File: config.mk
export PLATFORM = sky130hd
export DESIGN_NAME = dsp_result_stream
export DESIGN_NICKNAME = d
export VERILOG_FILES = /design/src/rtl/dsp_pkg.sv /design/src/rtl/dsp_result_stream_chk.sv /design/src/rtl/sync_fifo_fwft.sv /design/src/rtl/dsp_result_stream.sv
export SDC_FILE = /design/constraint.sdc
export NUM_CORES = 1
export LEC_CHECK = 0
export CAP_MARGIN = 30
export CORE_AREA = 4 4 101 103
export DETAILED_ROUTE_END_ITERATION = 6
export DIE_AREA = 0 0 105 107
export PLACE_DENSITY = 0.75
export SLEW_MARGIN = 20
export SYNTH_ARGS = -nofsm -noshare
export SYNTH_HDL_FRONTEND = slang
export SYNTH_SLANG_ARGS = --single-unit
File: constraint.sdc
create_clock -name clk -period 2.2 [get_ports clk]
set_input_delay 0.66 -clock clk [delete_from_list [all_inputs] [get_ports clk]]
set_output_delay 0.66 -clock clk [all_outputs]
set_load 0.02 [all_outputs]
File: src/rtl/dsp_pkg.sv
// Types and constants shared between the DSP multiply-add stage and its result stream.
package dsp_pkg;

    localparam int DSP_DW      = 8;
    localparam int DSP_LATENCY = 3;
    localparam int OVF_CNT_W   = 16;

    typedef struct packed {
        logic                     ovf;
        logic signed [DSP_DW-1:0] data;
    } dsp_result_t;

endpackage

File: src/rtl/dsp_result_stream_chk.sv
// Protocol checker: the credit scheme must never let a capture meet a full FIFO.
module dsp_result_stream_chk (
    input  logic clk,
    input  logic rst,
    input  logic push,
    input  logic full
);

    a_no_push_when_full: assert property (@(posedge clk) disable iff (rst) !(push && full));

endmodule

File: src/rtl/sync_fifo_fwft.sv
// First-word-fall-through FIFO: the head entry is visible on rdata whenever not empty.
module sync_fifo_fwft #(
    parameter int WIDTH = 9,
    parameter int DEPTH = 8
) (
    input  logic                       clk,
    input  logic                       rst,
    input  logic                       push,
    input  logic [WIDTH-1:0]           wdata,
    input  logic                       pop,
    output logic [WIDTH-1:0]           rdata,
    output logic                       full,
    output logic                       empty,
    output logic [$clog2(DEPTH):0]     level
);

    localparam int AW = $clog2(DEPTH);
    localparam int LW = AW + 1;

    logic [WIDTH-1:0] mem_q [DEPTH];
    logic [AW-1:0]    wptr_q, wptr_d;
    logic [AW-1:0]    rptr_q, rptr_d;
    logic [LW-1:0]    level_q, level_d;
    logic             push_ok_s, pop_ok_s;

    // Next-state for pointers and occupancy; pushes into a full FIFO are dropped.
    always_comb begin
        push_ok_s = push && (level_q != LW'(DEPTH));
        pop_ok_s  = pop && (level_q != LW'(0));
        wptr_d    = push_ok_s ? wptr_q + AW'(1) : wptr_q;
        rptr_d    = pop_ok_s  ? rptr_q + AW'(1) : rptr_q;
        case ({push_ok_s, pop_ok_s})
            2'b10:   level_d = level_q + LW'(1);
            2'b01:   level_d = level_q - LW'(1);
            default: level_d = level_q;
        endcase
    end

    // Pointer and occupancy registers.
    always_ff @(posedge clk) begin
        if (rst) begin
            wptr_q  <= '0;
            rptr_q  <= '0;
            level_q <= '0;
        end else begin
            wptr_q  <= wptr_d;
            rptr_q  <= rptr_d;
            level_q <= level_d;
        end
    end

    // Storage array; contents are don't-care until written.
    always_ff @(posedge clk) begin
        if (push_ok_s) begin
            mem_q[wptr_q] <= wdata;
        end
    end

    assign empty = (level_q == LW'(0));
    assign full  = (level_q == LW'(DEPTH));
    assign level = level_q;
    assign rdata = empty ? '0 : mem_q[rptr_q];

endmodule

File: src/rtl/dsp_result_stream.sv
// Captures DSP results for issued operands LATENCY cycles later and streams them out as AXI-Stream packets.
module dsp_result_stream
    import dsp_pkg::*;
#(
    parameter int DW      = DSP_DW,
    parameter int LATENCY = DSP_LATENCY,
    parameter int DEPTH   = 8,
    parameter int PKT_LEN = 16
) (
    input  logic                       clk,
    input  logic                       rst,
    input  logic                       issue_valid,
    output logic                       issue_ready,
    input  logic [DW-1:0]              dsp_data,
    input  logic                       dsp_ovf,
    output logic [DW-1:0]              m_axis_tdata,
    output logic                       m_axis_tuser,
    output logic                       m_axis_tvalid,
    input  logic                       m_axis_tready,
    output logic                       m_axis_tlast,
    output logic [$clog2(DEPTH):0]     fifo_level,
    output logic [OVF_CNT_W-1:0]       ovf_count
);

    localparam int LW = $clog2(DEPTH) + 1;
    localparam int CW = $clog2(PKT_LEN);

    logic [LATENCY-1:0]   vld_sr_q, vld_sr_d;
    logic [CW-1:0]        beat_q, beat_d;
    logic [OVF_CNT_W-1:0] ovf_cnt_q, ovf_cnt_d;
    logic                 accept_s, push_s, pop_s, full_s, empty_s, tlast_s;
    logic [LW-1:0]        level_s;
    dsp_result_t          push_word_s, rd_word_s;

    function automatic logic [LW:0] popcnt(input logic [LATENCY-1:0] v);
        logic [LW:0] n;
        n = '0;
        for (int i = 0; i < LATENCY; i++) begin
            n = n + {{LW{1'b0}}, v[i]};
        end
        return n;
    endfunction

    // Credit covers both buffered and in-flight results, so it depends on registers only.
    assign issue_ready = (({1'b0, level_s} + popcnt(vld_sr_q)) < (LW+1)'(DEPTH));
    assign push_word_s = '{ovf: dsp_ovf, data: dsp_data};

    // Issue tracking, packet beat counter and saturating overflow counter.
    always_comb begin
        accept_s = issue_valid && issue_ready;
        push_s   = vld_sr_q[LATENCY-1];
        pop_s    = !empty_s && m_axis_tready;
        vld_sr_d = (vld_sr_q << 1) | LATENCY'(accept_s);
        tlast_s  = !empty_s && (beat_q == CW'(PKT_LEN-1));
        if (pop_s) begin
            beat_d = tlast_s ? '0 : beat_q + CW'(1);
        end else begin
            beat_d = beat_q;
        end
        if (pop_s && rd_word_s.ovf && (ovf_cnt_q != '1)) begin
            ovf_cnt_d = ovf_cnt_q + OVF_CNT_W'(1);
        end else begin
            ovf_cnt_d = ovf_cnt_q;
        end
    end

    // Control state registers.
    always_ff @(posedge clk) begin
        if (rst) begin
            vld_sr_q  <= '0;
            beat_q    <= '0;
            ovf_cnt_q <= '0;
        end else begin
            vld_sr_q  <= vld_sr_d;
            beat_q    <= beat_d;
            ovf_cnt_q <= ovf_cnt_d;
        end
    end

    sync_fifo_fwft #(
        .WIDTH ($bits(dsp_result_t)),
        .DEPTH (DEPTH)
    ) u_fifo (
        .clk   (clk),
        .rst   (rst),
        .push  (push_s),
        .wdata (push_word_s),
        .pop   (pop_s),
        .rdata (rd_word_s),
        .full  (full_s),
        .empty (empty_s),
        .level (level_s)
    );

    dsp_result_stream_chk u_chk (
        .clk  (clk),
        .rst  (rst),
        .push (push_s),
        .full (full_s)
    );

    assign m_axis_tvalid = !empty_s;
    assign m_axis_tdata  = rd_word_s.data;
    assign m_axis_tuser  = rd_word_s.ovf;
    assign m_axis_tlast  = tlast_s;
    assign fifo_level    = level_s;
    assign ovf_count     = ovf_cnt_q;

endmodule

== Word-level counts from Yosys, hierarchy flattened ==
Memory sizes are Yosys's and may differ from the RTL's. A register that Yosys moved wholly into a read port is not among the register bits.
Index checks and enable logic that the tools add are counted.

* Add/subtract/negate cells: 9
* $lt $le $gt $ge: 1
* Equal/unequal tests: 5
* Muxes and demuxes: 7
* Bitwise gates (word level): 1
* Reductions and logical operators: 11

{| class="wikitable"
|+ Operator list
! cell !! count
|-
| 16-bit by 1-bit adder with 16-bit output, second input constant || 1
|-
| 16-bit != test, second input constant || 1
|-
| 9-bit two-way mux || 1
|-
| 4-bit by 1-bit adder with 4-bit output, second input constant || 2
|-
| 4-bit case mux with 2 select lines || 1
|-
| 1-bit logical AND || 7
|-
| 3-bit by 1-bit adder with 3-bit output, second input constant || 2
|-
| 3-bit two-way mux || 2
|-
| 4-bit by 3-bit adder with 5-bit output || 1
|-
| 5-bit by 4-bit less-than comparator with 1-bit output, second input constant || 1
|-
| 4-bit equality test, second input constant || 1
|-
| 4-bit zero test || 1
|-
| 4-bit two-way mux || 1
|-
| 4-bit != test, second input constant || 1
|-
| 4-bit nonzero test || 1
|-
| 4-bit by 1-bit subtractor with 4-bit output, second input constant || 1
|-
| 2-bit by 1-bit adder with 3-bit output || 1
|-
| 3-bit by 1-bit OR with 3-bit output || 1
|-
| 1-bit by 1-bit adder with 2-bit output || 1
|-
| 2-bit by 1-bit equality test with 1-bit output, second input constant || 1
|-
| 2-bit equality test, second input constant || 1
|-
| 1-bit two-way mux || 2
|-
| 2-bit nonzero test || 1
|-
| 1-bit zero test || 1
|}

* Register bits after elaboration: 33
* RAM bits: 72
* Input bits: 13
* Output and inout port bits: 32
* Logic and storage cells: 41
* Memories kept: 1

{| class="wikitable"
|+ Memories
! name !! depth !! width !! rd ports !! clocked after memory_dff !! write ports !! RTL line !! source
|-
| u_fifo.mem_q || 8 || 9 || 1 || 1 || 1 || sync_fifo_fwft.sv:20 || <nowiki>logic [WIDTH-1:0] mem_q [DEPTH];</nowiki>
|}

== Longest topological paths before layout ==
Gate-level depths: netlist (run 1).

* Depth after elaboration: 6
* Depth in mapped cells: 11
* Gate-level depth less buffers: 11

== Hierarchy ==
From an unflattened synthesis (run 1), not the netlist that was laid out.

* Cells, all modules: 314
* Area, all modules: 4603.2 um^2

{| class="wikitable"
|+ Modules (own cells, without submodules)
! module !! times used !! cells each !! area each (um^2) !! sequential area each (um^2)
|-
| sync_fifo_fwft || 1 || 187 || 3427.0 || 2422.3
|-
| dsp_result_stream || 1 || 127 || 1176.1 || 460.4
|}

== Least setup slack after synthesis (run 1) ==
Ideal clock, no wire load.

* Path type: register -> register
* From: register u_fifo.level_q[0] (netlist: u_fifo.level[0])
* To: register u_fifo.level_q[2] (netlist: u_fifo.level[2])
* Arrival: 2.437 ns
* Required time: 2.130 ns
* Slack: -0.307 ns
* Cell stages (with the launch flop): 12
* Period minus slack after synthesis: 2.507 ns
* Cells stage by stage: dfxtp_1 > nor4_1 > inv_2 > nand2_2 > inv_4 > ha_1 > xor2_1 > ha_1 > a21oi_1 > xor2_1 > or3_1 > a21oi_1

* Cells in the longest elaborated chain, start to end: 6
* Elaborated cells on any way between the ends: 13
* Classes of those cells: 2 x add/sub; 3 x eq/ne; 1 x mux; 7 x reduce/logical

{| class="wikitable"
|+ RTL lines
! element !! RTL line !! source
|-
| start: declaration || sync_fifo_fwft.sv:23 || <nowiki>logic [LW-1:0] level_q, level_d;</nowiki>
|-
| start signal: assignment || sync_fifo_fwft.sv:48 || <nowiki>level_q <= level_d;</nowiki>
|-
| 4-bit zero test * || sync_fifo_fwft.sv:59 || <nowiki>assign empty = (level_q == LW'(0));</nowiki>
|-
| 1-bit zero test * || n/a ||
|-
| named net m_axis_tvalid || dsp_result_stream.sv:18 || <nowiki>output logic m_axis_tvalid,</nowiki>
|-
| 1-bit logical AND * || dsp_result_stream.sv:52 || <nowiki>pop_s = !empty_s && m_axis_tready;</nowiki>
|-
| named net pop_s || dsp_result_stream.sv:31 || <nowiki>logic accept_s, push_s, pop_s, full_s, empty_s, tlast_s;</nowiki>
|-
| 1-bit logical AND * || sync_fifo_fwft.sv:29 || <nowiki>pop_ok_s = pop && (level_q != LW'(0));</nowiki>
|-
| 2-bit by 1-bit equality test with 1-bit output / 2-bit equality test (equally long branches) || sync_fifo_fwft.sv:32 || <nowiki>case ({push_ok_s, pop_ok_s})</nowiki>
|-
| 4-bit case mux with 2 select lines / 2-bit nonzero test (equally long branches) || n/a ||
|}

The timed path passes the listed nets; every way through them passes the cells marked *.
A chain may end at the register's enable or synchronous reset.

== Final worst setup path (run 1) ==
* From: register u_fifo.level_q[0] (netlist: u_fifo.level[0])
* To: output issue_ready

* Cells in the longest elaborated chain, start to end: 2

{| class="wikitable"
|+ RTL lines
! element !! RTL line !! source
|-
| 4-bit by 3-bit adder with 5-bit output || dsp_result_stream.sv:45 || <nowiki>assign issue_ready = (({1'b0, level_s} + popcnt(vld_sr_q)) < (LW+1)'(DEPTH));</nowiki>
|-
| 5-bit by 4-bit less-than comparator with 1-bit output || dsp_result_stream.sv:45 ||
|-
| end: declaration || dsp_result_stream.sv:13 || <nowiki>output logic issue_ready,</nowiki>
|}

No other way between the ends.

==> results.md, run 1 <==
* Share of cells above drive strength 1 at 32.1%
* Vias post-DR at 3170
* Final WS setup at -0.306 ns
* Final net count at 450
* Hold path start: beat_q[1]
* Period utilization at 114%
* Clock Latency Late Sink at about 0.36 ns
* # DRC at 0
* Mapped Avg Cell Area at around 14 µm²
* Vias/cell at 5.83
* Kind of cell adding the most delay to the critical path: adder cells
* Critical path arrival at 1.85 ns
* Post-DP Area at 0.00547 mm²
* Routed WL at 10400 µm
* GRT Total Usage at 18.4%
* Met2 Wirelength at 5210 µm
* Maximum VDD drop at 0.319 mV
* Sequential area share after synthesis at 62.5%
* Rel. slew slack at 79.3%
* Slowest stage delay, CP at 0.40 ns
* Critical path required time at 1.54 ns
* Worst-path cell chain: fa_2 > ha_4 > a31o_4 > a21oi_4 > buf_6
* CTS tree: done
* # diodes at 0
* Initial cell density of the core at 50.1%
* Element type at the critical path end: output port
* First-pass iteration count of the detailed router at 4
* Gpl congestion at around 0.88
* Setup CP Type: reg2out
* Post-synthesis cell type count at 51
* Antenna violations before repair at 0
* Yosys warns at 0
* Die ar. at 0.0112 mm²
* Max cap viols at 0
* Design area at 0.00601 mm²
* M1 WL at 4510 µm
* Die Y at 107 µm
* Synth Net Count at 354
* RSZ-0062 raised after global routing: yes
* Startpoint types: flop
* Final Max Tran Viols at 0
* Fmax at 399 MHz
* Synth Instances at 332
* Register bit total from synthesis at 108
* Setup slack after placement at -0.497 ns
* Met3 routed WL at about 470 µm
* CTS buffer count at 9
* PortBufs at 44
* Setup_tns at -2.44 ns
* Core ar. at 0.00920 mm²
* Average wire per standard cell at 19.1 µm
* Pwr per Cell Area at 736 mW/mm²
* Final setup viols at 12
* CTS clk-pin slew, worst paths at 0.10 ns
* Area grow syn2layout at 30.4%
* Initial DRC Count at 159
* Most common cell after layout, fill and taps aside: edfxtp_1
* Count of final hold-check violations at 0
* CP Launch Point: u_fifo.level[0]
* Post-route ant nets at 0
* Post-synthesis cell area at 0.00461 mm²
* IO Count at 45
* GRT overflow at 0
* Worst-Margin Slew at 0.308 ns
* Clock tree sinks at 108
* Vias in the first global route at 3087
* Layout Skew at 0.00810 ns
* Root Buffer: clkbuf_8
* Hpwl dp at around 6300 µm
* Largest net degree at the start of global routing at 24
* Uppermost layer routed: met4
* Critical path buffer and inverter count at 1
* Fin crit period at between 2 and 3 ns
* Outcome: complete, but fails checks
* Most frequent cells in the layout: edfxtp_1, buf_4, dfxtp_1
* Die X at around 110 µm
* Critical-path top delay cell: fa_2
* First-pass GRT wire length at 16100 µm
* RR Startpoint: u_fifo.level[3]
* Hold crit path type: reg2reg
* Violated checks: setup timing
* Row count at 35
* Critical path peak fanout at 2
* LEAKAGE at 0.00210 µW
* H-tree depth at 3
* Clock tree buffer depth at 2
[synth_stat cells (all sizes together)]
cell type  instances  area, µm²
a211oi             3       22.5
a21boi             2       15.0
a21o               1       7.51
a21oi             24        120
a22oi              1       7.51
a2bb2oi            1       26.3
a31o               1       8.76
a31oi              1       6.26
and3               6       47.5
and3b              1       8.76
and4               4       37.5
buf                7       53.8
clkbuf             7       26.3
dfxtp             36        721
edfxtp            72       2160
fa                 1       20.0
ha                 8        100
inv                4       17.5
mux2               3       33.8
mux2i             12        120
mux4              16        375
nand2             20       77.6
nand2b             4       25.0
nand3             12       60.1
nand3b             3       26.3
nand4              4       40.0
nor2              32        120
nor2b              5       31.3
nor3               3       15.0
nor3b              1       7.51
nor4               2       12.5
o21ai              5       25.0
o31ai              8       60.1
o41ai              1       8.76
or2                1       6.26
or3                3       18.8
or4                9       67.6
or4b               1       10.0
xnor2              1       8.76
xor2               6       52.6
[power breakdown]
group	switching, µW	internal [µW]
Sequential	34.8	2190
Combinational	456	512
Clock	690	546
[through the flow]
step / total power (µW) / hold WS [ns] / instances / util, %
final: 4430 / 0.491 / 544 / 65.4
after detailed placement: 2970 / 0.471 / 512 / 59.4
after global routing: 4620 / 0.511 / 544 / 65.4
after CTS: 4360 / 0.491 / 541 / 64.1
after global placement: 2950 / 0.462 / 512 / 59.4
after floorplan: 2660 / 0.436 / 332 / -
[path summary, 6_finish.rpt]
path                endpoint  slack [ns]  cells after the start
min                beat_q[1]        0.49                      2
max              issue_ready       -0.31                      5
max reg2reg  u_fifo.level[2]       -0.05                     12
min reg2reg        beat_q[1]        0.49                      2
[per-layer routing]
layer	vias to the layer above	track usage (%)
met4	0	7.12
met5	-	0
li1	1476	-
met2	107	30.5
met1	1571	24.4
met3	16	3.13
[cell families after synthesis]
group           count (synthesis)  share of synthesized area, %
simple gates                  111                          13.3
flops                         108                          62.5
compound gates                 48                          6.68
mux                            31                          11.5
buf+inv                        18                          2.12
fa+ha+maj                       9                          2.61
xor+xnor                        7                          1.33
[cell type report]
cell class	count	area [µm²]
clock buffer	9	124
clock inverter	7	80.1
fill	638	3180
inverter	4	20.0
multi-input combinational	208	1840
sequential	108	2890
tap	111	139
timing repair buffer	97	922
[tightest hold or removal path: stages (launching register included)]
cell	delay (ns)
dfxtp_1	0.34
nand2_1	0.06
a21oi_1	0.06
[sequential cells by signal, summed over array words and instances, names as in the netlist, named ones only]
name	flops
u_fifo.wptr_q	3
ovf_count	16
beat_q	4
vld_sr_q	3
u_fifo.rptr_q	3
u_fifo.mem_q	72
u_fifo.level	4
[what timing repair did]
item | 4_1_cts | 5_1_grt
setup buffers | 11 | 3
endpoints found under the setup margin | 22 | 26
hold buffers | 0 | 0
resized for setup | 89 | 26
gates cloned | 2 | 2
pin swaps | 8 | 10
Note: power is estimated with default switching activity, not from simulation.
==> run 2: changes to the inputs <==
--- a/config.mk
+++ b/config.mk
@@ -6,10 +6,11 @@
 export NUM_CORES = 1
 export LEC_CHECK = 0
 export CAP_MARGIN = 30
-export CORE_AREA = 4 4 101 103
+export CORE_AREA = 4 4 95 97
+export CTS_CLUSTER_SIZE = 28
 export DETAILED_ROUTE_END_ITERATION = 6
-export DIE_AREA = 0 0 105 107
-export PLACE_DENSITY = 0.75
+export DIE_AREA = 0 0 99 101
+export PLACE_DENSITY = 0.81
 export SLEW_MARGIN = 20
 export SYNTH_ARGS = -nofsm -noshare
 export SYNTH_HDL_FRONTEND = slang
==> constraint.sdc (replaced) <==
create_clock -name clk -period 2.75 [get_ports clk]
set_input_delay 0.825 -clock clk [delete_from_list [all_inputs] [get_ports clk]]
set_output_delay 0.825 -clock clk [all_outputs]
set_load 0.02 [all_outputs]
==> run 2 against run 1 <==
The flow now finishes without violations. Largest power group unchanged. Via count fell by 7.4%. Die area shrank 11%. Sequential power is 20% lower. Clock skew up 0.0076 ns. Global-route usage grew 1.1 points.
==> results.md, run 2 (synthesized netlist as in run 1, its figures left out) <==
* Outcome: completed
* Critical path peak fanout at 2 (unchanged)
* Hold path start: beat_q[3]
* Gpl congestion at 0.802 (-8.9%)
* Startpoint types: flop
* R2R depth at 13 (+1)
* Hold Crit Endpoint: beat_q[3]
* Top reg by flops: u_fifo.mem_q
* LEAKAGE at 0.00190 µW (-9.3%)
* Average wire per standard cell at 17.8 µm (-6.8%)
* Vias in the first global route at 2912 (-5.7%)
* Final WS setup at 0.0398 ns (+0.345 ns)
* Routed WL at 9120 µm (-12%)
* Cell depth of the worst min-delay path at 1 (-1)
* Critical path arrival at 1.89 ns (+0.04 ns)
* CTS buffer count at 9 (unchanged)
* # DRC at 0 (unchanged)
* Antenna violations before repair at 0 (unchanged)
* Setup slack, reg-to-reg at 0.28 ns (+0.33 ns)
* CTS clk-pin slew, worst paths at 0.11 ns (about the same)
* Hpwl dp at 5850 µm (-7.4%)
* Fmax at roughly 370 MHz
* Post-route ant nets at 0 (unchanged)
* H-tree depth at 3 (unchanged)
* Post-CTS Hold Fix Bufs at 0 (unchanged)
* PortBufs at 44 (unchanged)
* Max cap viols at 0 (unchanged)
* IO Count at 45 (unchanged)
* GRT Total Usage at 19.6% (+1.1 points)
* Design area at 0.00560 mm² (-6.9%)
* Row count at 33 (-5.7%)
* First-pass iteration count of the detailed router at 4 (unchanged)
* Element type at the critical path end: output port
* Vias post-DR at 2934 (-7.4%)
* Maximum VDD drop at 0.445 mV (+40%)
* Dpl cells at 489 (-4.5%)
* Fin cells at 512 (-5.9%)
* Slowest stage delay, CP at 0.41 ns (about the same)
* Root Buffer: clkbuf_8
* Finished Core Util at 68.8% (+3.4 points)
* Final setup viols at 0 (-12)
* CP Launch Point: vld_sr_q[1]
* First-pass GRT wire length at 14900 µm (-7.4%)
* Fillers at 550 (-14%)
* Setup slack after placement at -0.163 ns (+0.334 ns)
* GRT overflow at 0 (unchanged)
* RSZ-0062 raised after global routing: yes
* Die ar. at 0.0100 mm² (-11%)
* Worst-path cell chain: fa_2 > ha_4 > a31o_4 > a21oi_4 > buf_6
* Period utilization at a little over nine tenths
* Most frequent cells in the layout: edfxtp_1, dfxtp_1, nor2_1, clkdlybuf4s50_1, buf_4
* Largest net degree at the start of global routing at 25 (+4.2%)
* Setup CP Type: reg2out
* Final net count at 424 (-5.8%)
* Count of final hold-check violations at 0 (unchanged)
* Initial cell density of the core at 56.7% (+6.5 points)
* # diodes at 0 (unchanged)
* Max reg flops at 72 (unchanged)
* Final Max Tran Viols at 0 (unchanged)
* Layout Skew at 0.0157 ns (+0.00763 ns)
* CTS tree: done
* Critical path required time at 1.93 ns (+0.39 ns)
* Clock tree sinks at 108 (unchanged)
* Setup_tns at 0 ns (+2.44 ns)
* Clock Latency Late Sink at 0.38 ns (+0.02 ns)
* Post-DP Area at 0.00530 mm² (-3.1%)
* RR Startpoint: u_fifo.level[0]
* Share of cells above drive strength 1 at 22.1% (-10 points)
* Pwr per Cell Area at 588 mW/mm² (-20%)
* Area grow syn2layout at 21.4%
* Rel. slew slack at 66.2% (-13 points)
* Vias/cell at 5.73 (-1.7%)
* Fin crit period at 2.71 ns
* Initial DRC Count at 94 (-41%)
* Hold crit path type: reg2reg
* Critical-path top delay cell: fa_2
* Reg2reg end: u_fifo.level[2]
* Die X at 99 µm (-5.7%)
* Die Y at 101 µm (-5.6%)
* Clock tree buffer depth at 2 (unchanged)
* Core ar. at 0.00813 mm² (-12%)
* Worst-Margin Slew at 0.507 ns (+0.199 ns)
* Most common cell after layout, fill and taps aside: edfxtp_1
[run 2: cell count changes in the layout (fill, tap and decap cells not counted), sizes merged, moves of 2 or more]
cell	before	now
buf	65	38
clkdlybuf4s50	27	32
clkinv	2	4
nand4	6	4
[run 2: metal layers]
layer	wire length (µm)	global-route usage, %
met1	3930	25.3
met2	4600	31.9
met4	179	7.88
met3	407	4.84
met5	0	0
[run 2: power breakdown]
part | total (µW) | internal [µW] | switching (µW)
Combinational | 552 | 274 | 279
Sequential | 1780 | 1750 | 28.1
Clock | 957 | 366 | 591
Total | 3290 | 2390 | 898
[run 2: per-stage QoR]
step | hold WS (ns) | total power [µW]
6_report | 0.479 | 3290
2_1_floorplan | 0.436 | 2110
4_1_cts | 0.475 | 3300
3_3_place_gp | 0.454 | 2310
3_5_place_dp | 0.459 | 2330
5_1_grt | 0.512 | 3450
[run 2: critical path: cells and delay by family (launching register included)]
family | cells | cell delay, ns
AOI/OAI and AO/OA | 2 | 0.36
DFF | 1 | 0.35
adders and majority gates | 2 | 0.66
buffers and inverters | 1 | 0.13
[run 2: final cells by class]
| cell class | instances | area, µm² | share of cell area [%] |
|---|---|---|---|
| multi-input combinational | 206 | 1670 | 29.8 |
| clock buffer | 9 | 124 | 2.21 |
| timing repair buffer | 73 | 682 | 12.2 |
| tap | 105 | 131 | 2.35 |
| clock inverter | 7 | 86.3 | 1.54 |
| sequential | 108 | 2890 | 51.6 |
| inverter | 4 | 17.5 | 0.313 |
[run 2: timing repair]
| item | in CTS | in global routing |
|---|---|---|
| cloned | 1 | 1 |
| setup endpoints to repair | 12 | 11 |
| resized for setup | 45 | 12 |
| pin swaps | 0 | 3 |
| setup buffers | 3 | 2 |
[run 2: how the worst max path moves through the flow]
stage,depth (start not counted),slack [ns],to
after floorplan,4,0.18,issue_ready
after global placement,5,-0.08,issue_ready
after detailed placement,5,-0.16,issue_ready
after CTS,5,0.007,m_axis_tlast
after global routing,6,-0.07,m_axis_tdata[0]
final,5,0.04,issue_ready
==> run 3: changes to the inputs <==
--- a/config.mk
+++ b/config.mk
@@ -7,9 +7,9 @@
 export LEC_CHECK = 0
 export CAP_MARGIN = 30
 export CORE_AREA = 4 4 95 97
-export CTS_CLUSTER_SIZE = 28
 export DETAILED_ROUTE_END_ITERATION = 6
 export DIE_AREA = 0 0 99 101
+export GPL_TIMING_DRIVEN = 0
 export PLACE_DENSITY = 0.81
 export SLEW_MARGIN = 20
 export SYNTH_ARGS = -nofsm -noshare
==> run 3 against run 2 <==
First-iteration DRC count rose by 74%. Clock power fell by 0.8%. Register-to-register slack got worse by 0.07 ns. Count of clock-buffer cells in the layout did not move. Sequential power barely moved. Combinational power barely moved. Critical endpoint is now m_axis_tdata[0]. Largest cell class unchanged. Highest routed layer unchanged.
==> results.md, run 3 (synthesized netlist as in run 1, its figures left out) <==
* Routed WL at 9180 µm (+0.67%)
* WP depth at 6 (+1)
* CTS buffer count at 9 (unchanged)
* Element type at the critical path end: output port
* Finished Core Util at 68.4% (-0.40 points)
* Share of cells above drive strength 1 at 20.9% (-1.2 points)
* Gpl congestion at 0.872 (+8.7%)
* Critical path peak fanout at 11 (+9)
* Clock tree buffer depth at 2 (unchanged)
* RSZ-0062 raised after global routing: yes
* Die ar. at 0.0100 mm² (unchanged)
* Fillers at 548 (-0.36%)
* Clock tree sinks at 108 (unchanged)
* Fmax at 367 MHz (-0.58%)
* Worst-Margin Slew at 0.932 ns (+0.425 ns)
* Die Y at 101 µm (unchanged)
* Max cap viols at 0 (unchanged)
* # diodes at 0 (unchanged)
* Final net count at 419 (-1.2%)
* Dpl cells at 481 (-1.6%)
* Critical-path top delay cell: mux4_2
* GRT Total Usage at 19.8% (+0.24 points)
* Max reg flops at 72 (unchanged)
* Switch share at 27.2% (-0.052 points)
* Kind of cell adding the most delay to the critical path: multiplexers
* Critical path buffer and inverter count at 3 (+2)
* RR Startpoint: u_fifo.level[3]
* Largest net degree at the start of global routing at 23 (-8.0%)
* Count of final hold-check violations at 0 (unchanged)
* Reg power frac at 54.2% (about the same)
* Final Max Tran Viols at 0 (unchanged)
* Initial DRC Count at 164 (+74%)
* Most frequent cells in the layout: edfxtp_1, nor2_1, dfxtp_1, clkdlybuf4s50_1, a21oi_1
* Maximum VDD drop at 0.409 mV (-8.1%)
* Root Buffer: clkbuf_8
* Core ar. at 0.00813 mm² (unchanged)
* Die X at 99 µm (unchanged)
* CTS clk-pin slew, worst paths at 0.11 ns (about the same)
* Final setup viols at 0 (unchanged)
* Row count at 33 (unchanged)
* Hpwl dp at 6200 µm (+5.9%)
* CP dominant cell by count: buf_12
* IO Count at 45 (unchanged)
* Period utilization at 99.1% (+0.57 points)
* Worst-path cell chain: buf_12 > buf_12 > mux4_2 > mux2i_1 > nor2_1 > buf_4
* Reg2reg end: u_fifo.level[2]
* Average wire per standard cell at 18.1 µm (+1.7%)
* Setup CP Type: reg2out
* Post-route ant nets at 0 (unchanged)
* Fin cells at 507 (-0.98%)
* Slowest stage delay, CP at 0.48 ns (+0.07 ns)
* Initial cell density of the core at 56.7% (unchanged)
* Area grow syn2layout at 20.7%
* Clock Power Share at 28.9% (-0.2 points)
* Pwr per Cell Area at 590 mW/mm² (+0.45%)
* GRT overflow at 0 (unchanged)
* Gate power share at 16.9% (about the same)
* First-pass iteration count of the detailed router at 4 (unchanged)
* Layout Skew at 0.0163 ns (+0.000563 ns)
* Most common cell after layout, fill and taps aside: edfxtp_1
* Hold crit path type: reg2reg
* Antenna violations before repair at 0 (unchanged)
* Vias in the first global route at 2919 (+0.24%)
* P_sw at 895 µW (-0.32%)
* Rel. slew slack at 37.6% (-29 points)
* Vias post-DR at 2956 (+0.75%)
* R2R depth at 11 (-2)
* Critical path arrival at 1.90 ns (about the same)
* Critical path required time at 1.93 ns (about the same)
* Top reg by flops: u_fifo.mem_q
* Final hold slack at 0.488 ns (+0.00842 ns)
* Setup slack, reg-to-reg at 0.21 ns (-0.07 ns)
* Vias/cell at 5.83 (+1.7%)
* Clock Latency Late Sink at 0.37 ns (about the same)
* # DRC at 0 (unchanged)
* First-pass GRT wire length at 15200 µm (+2.4%)
* Internal power at 2390 µW (about the same)
* Outcome: completed
* PortBufs at 43 (-2.3%)
* Critical Path End: m_axis_tdata[0]
* CTS tree: done
* Fin crit period at 2.73 ns (+0.0157 ns)
* H-tree depth at 3 (unchanged)
* Startpoint types: flop
* LEAKAGE at 0.00186 µW (-2.0%)
run 3: final cells by class:
cell class,count,area (µm²),area share (%)
sequential,108,2890,51.9
tap,105,131,2.36
clock inverter,7,81.3,1.46
clock buffer,9,124,2.23
inverter,4,17.5,0.315
buffer,14,128,2.29
multi-input combinational,206,1700,30.5
timing repair buffer,54,494,8.88
run 3: timing repair:
item                       in CTS  in global routing
setup buffers                   3                  4
resized for setup              62                 13
setup endpoints to repair      13                 11
hold buffers                    0                  0
cloned                          0                  1
pin swaps                       2                  2
run 3: how the worst min path moves through the flow:
stage	from	end	slack, ns	cells after the start
final	beat_q[1]	beat_q[1]	0.49	2
after CTS	beat_q[1]	beat_q[1]	0.49	2
after detailed placement	beat_q[1]	beat_q[1]	0.47	2
after global placement	beat_q[3]	beat_q[3]	0.46	1
after floorplan	beat_q[3]	beat_q[3]	0.44	1
after global routing	beat_q[3]	beat_q[3]	0.52	1
run 3: worst min-delay path, cell delays in order (launching register included):
cell and delay, ns:
dfxtp_1 0.34, nand2_1 0.06, a21oi_1 0.05
run 3: power groups by stage:
stage | logic, µW | clock network (µW) | registers [µW]
after floorplan | 293 | 0 | 1820
after global placement | 466 | 0 | 1810
after detailed placement | 479 | 0 | 1810
after CTS | 515 | 980 | 1780
after global routing | 600 | 1040 | 1790
final | 555 | 949 | 1780
run 3: through the flow:
| stage | TNS, ns | total power [µW] | setup WS, ns | area (µm²) |
|---|---|---|---|---|
| final | 0 | 3290 | 0.0240 | 5570 |
| after global routing | -0.464 | 3430 | -0.0701 | 5570 |
| after CTS | -0.195 | 3280 | -0.0429 | 5450 |
| after detailed placement | -6.18 | 2290 | -0.682 | 5190 |
| after global placement | -7.92 | 2280 | -0.619 | 5170 |
| after floorplan | 0 | 2110 | 0.175 | 4610 |
run 3: metal layers:
layer | share of wire, % | global-route usage (%)
met3 | 5.9 | 4.78
met2 | 51 | 33.3
met4 | 0.99 | 4.94
met1 | 42 | 26.1
met5 | 0 | 0
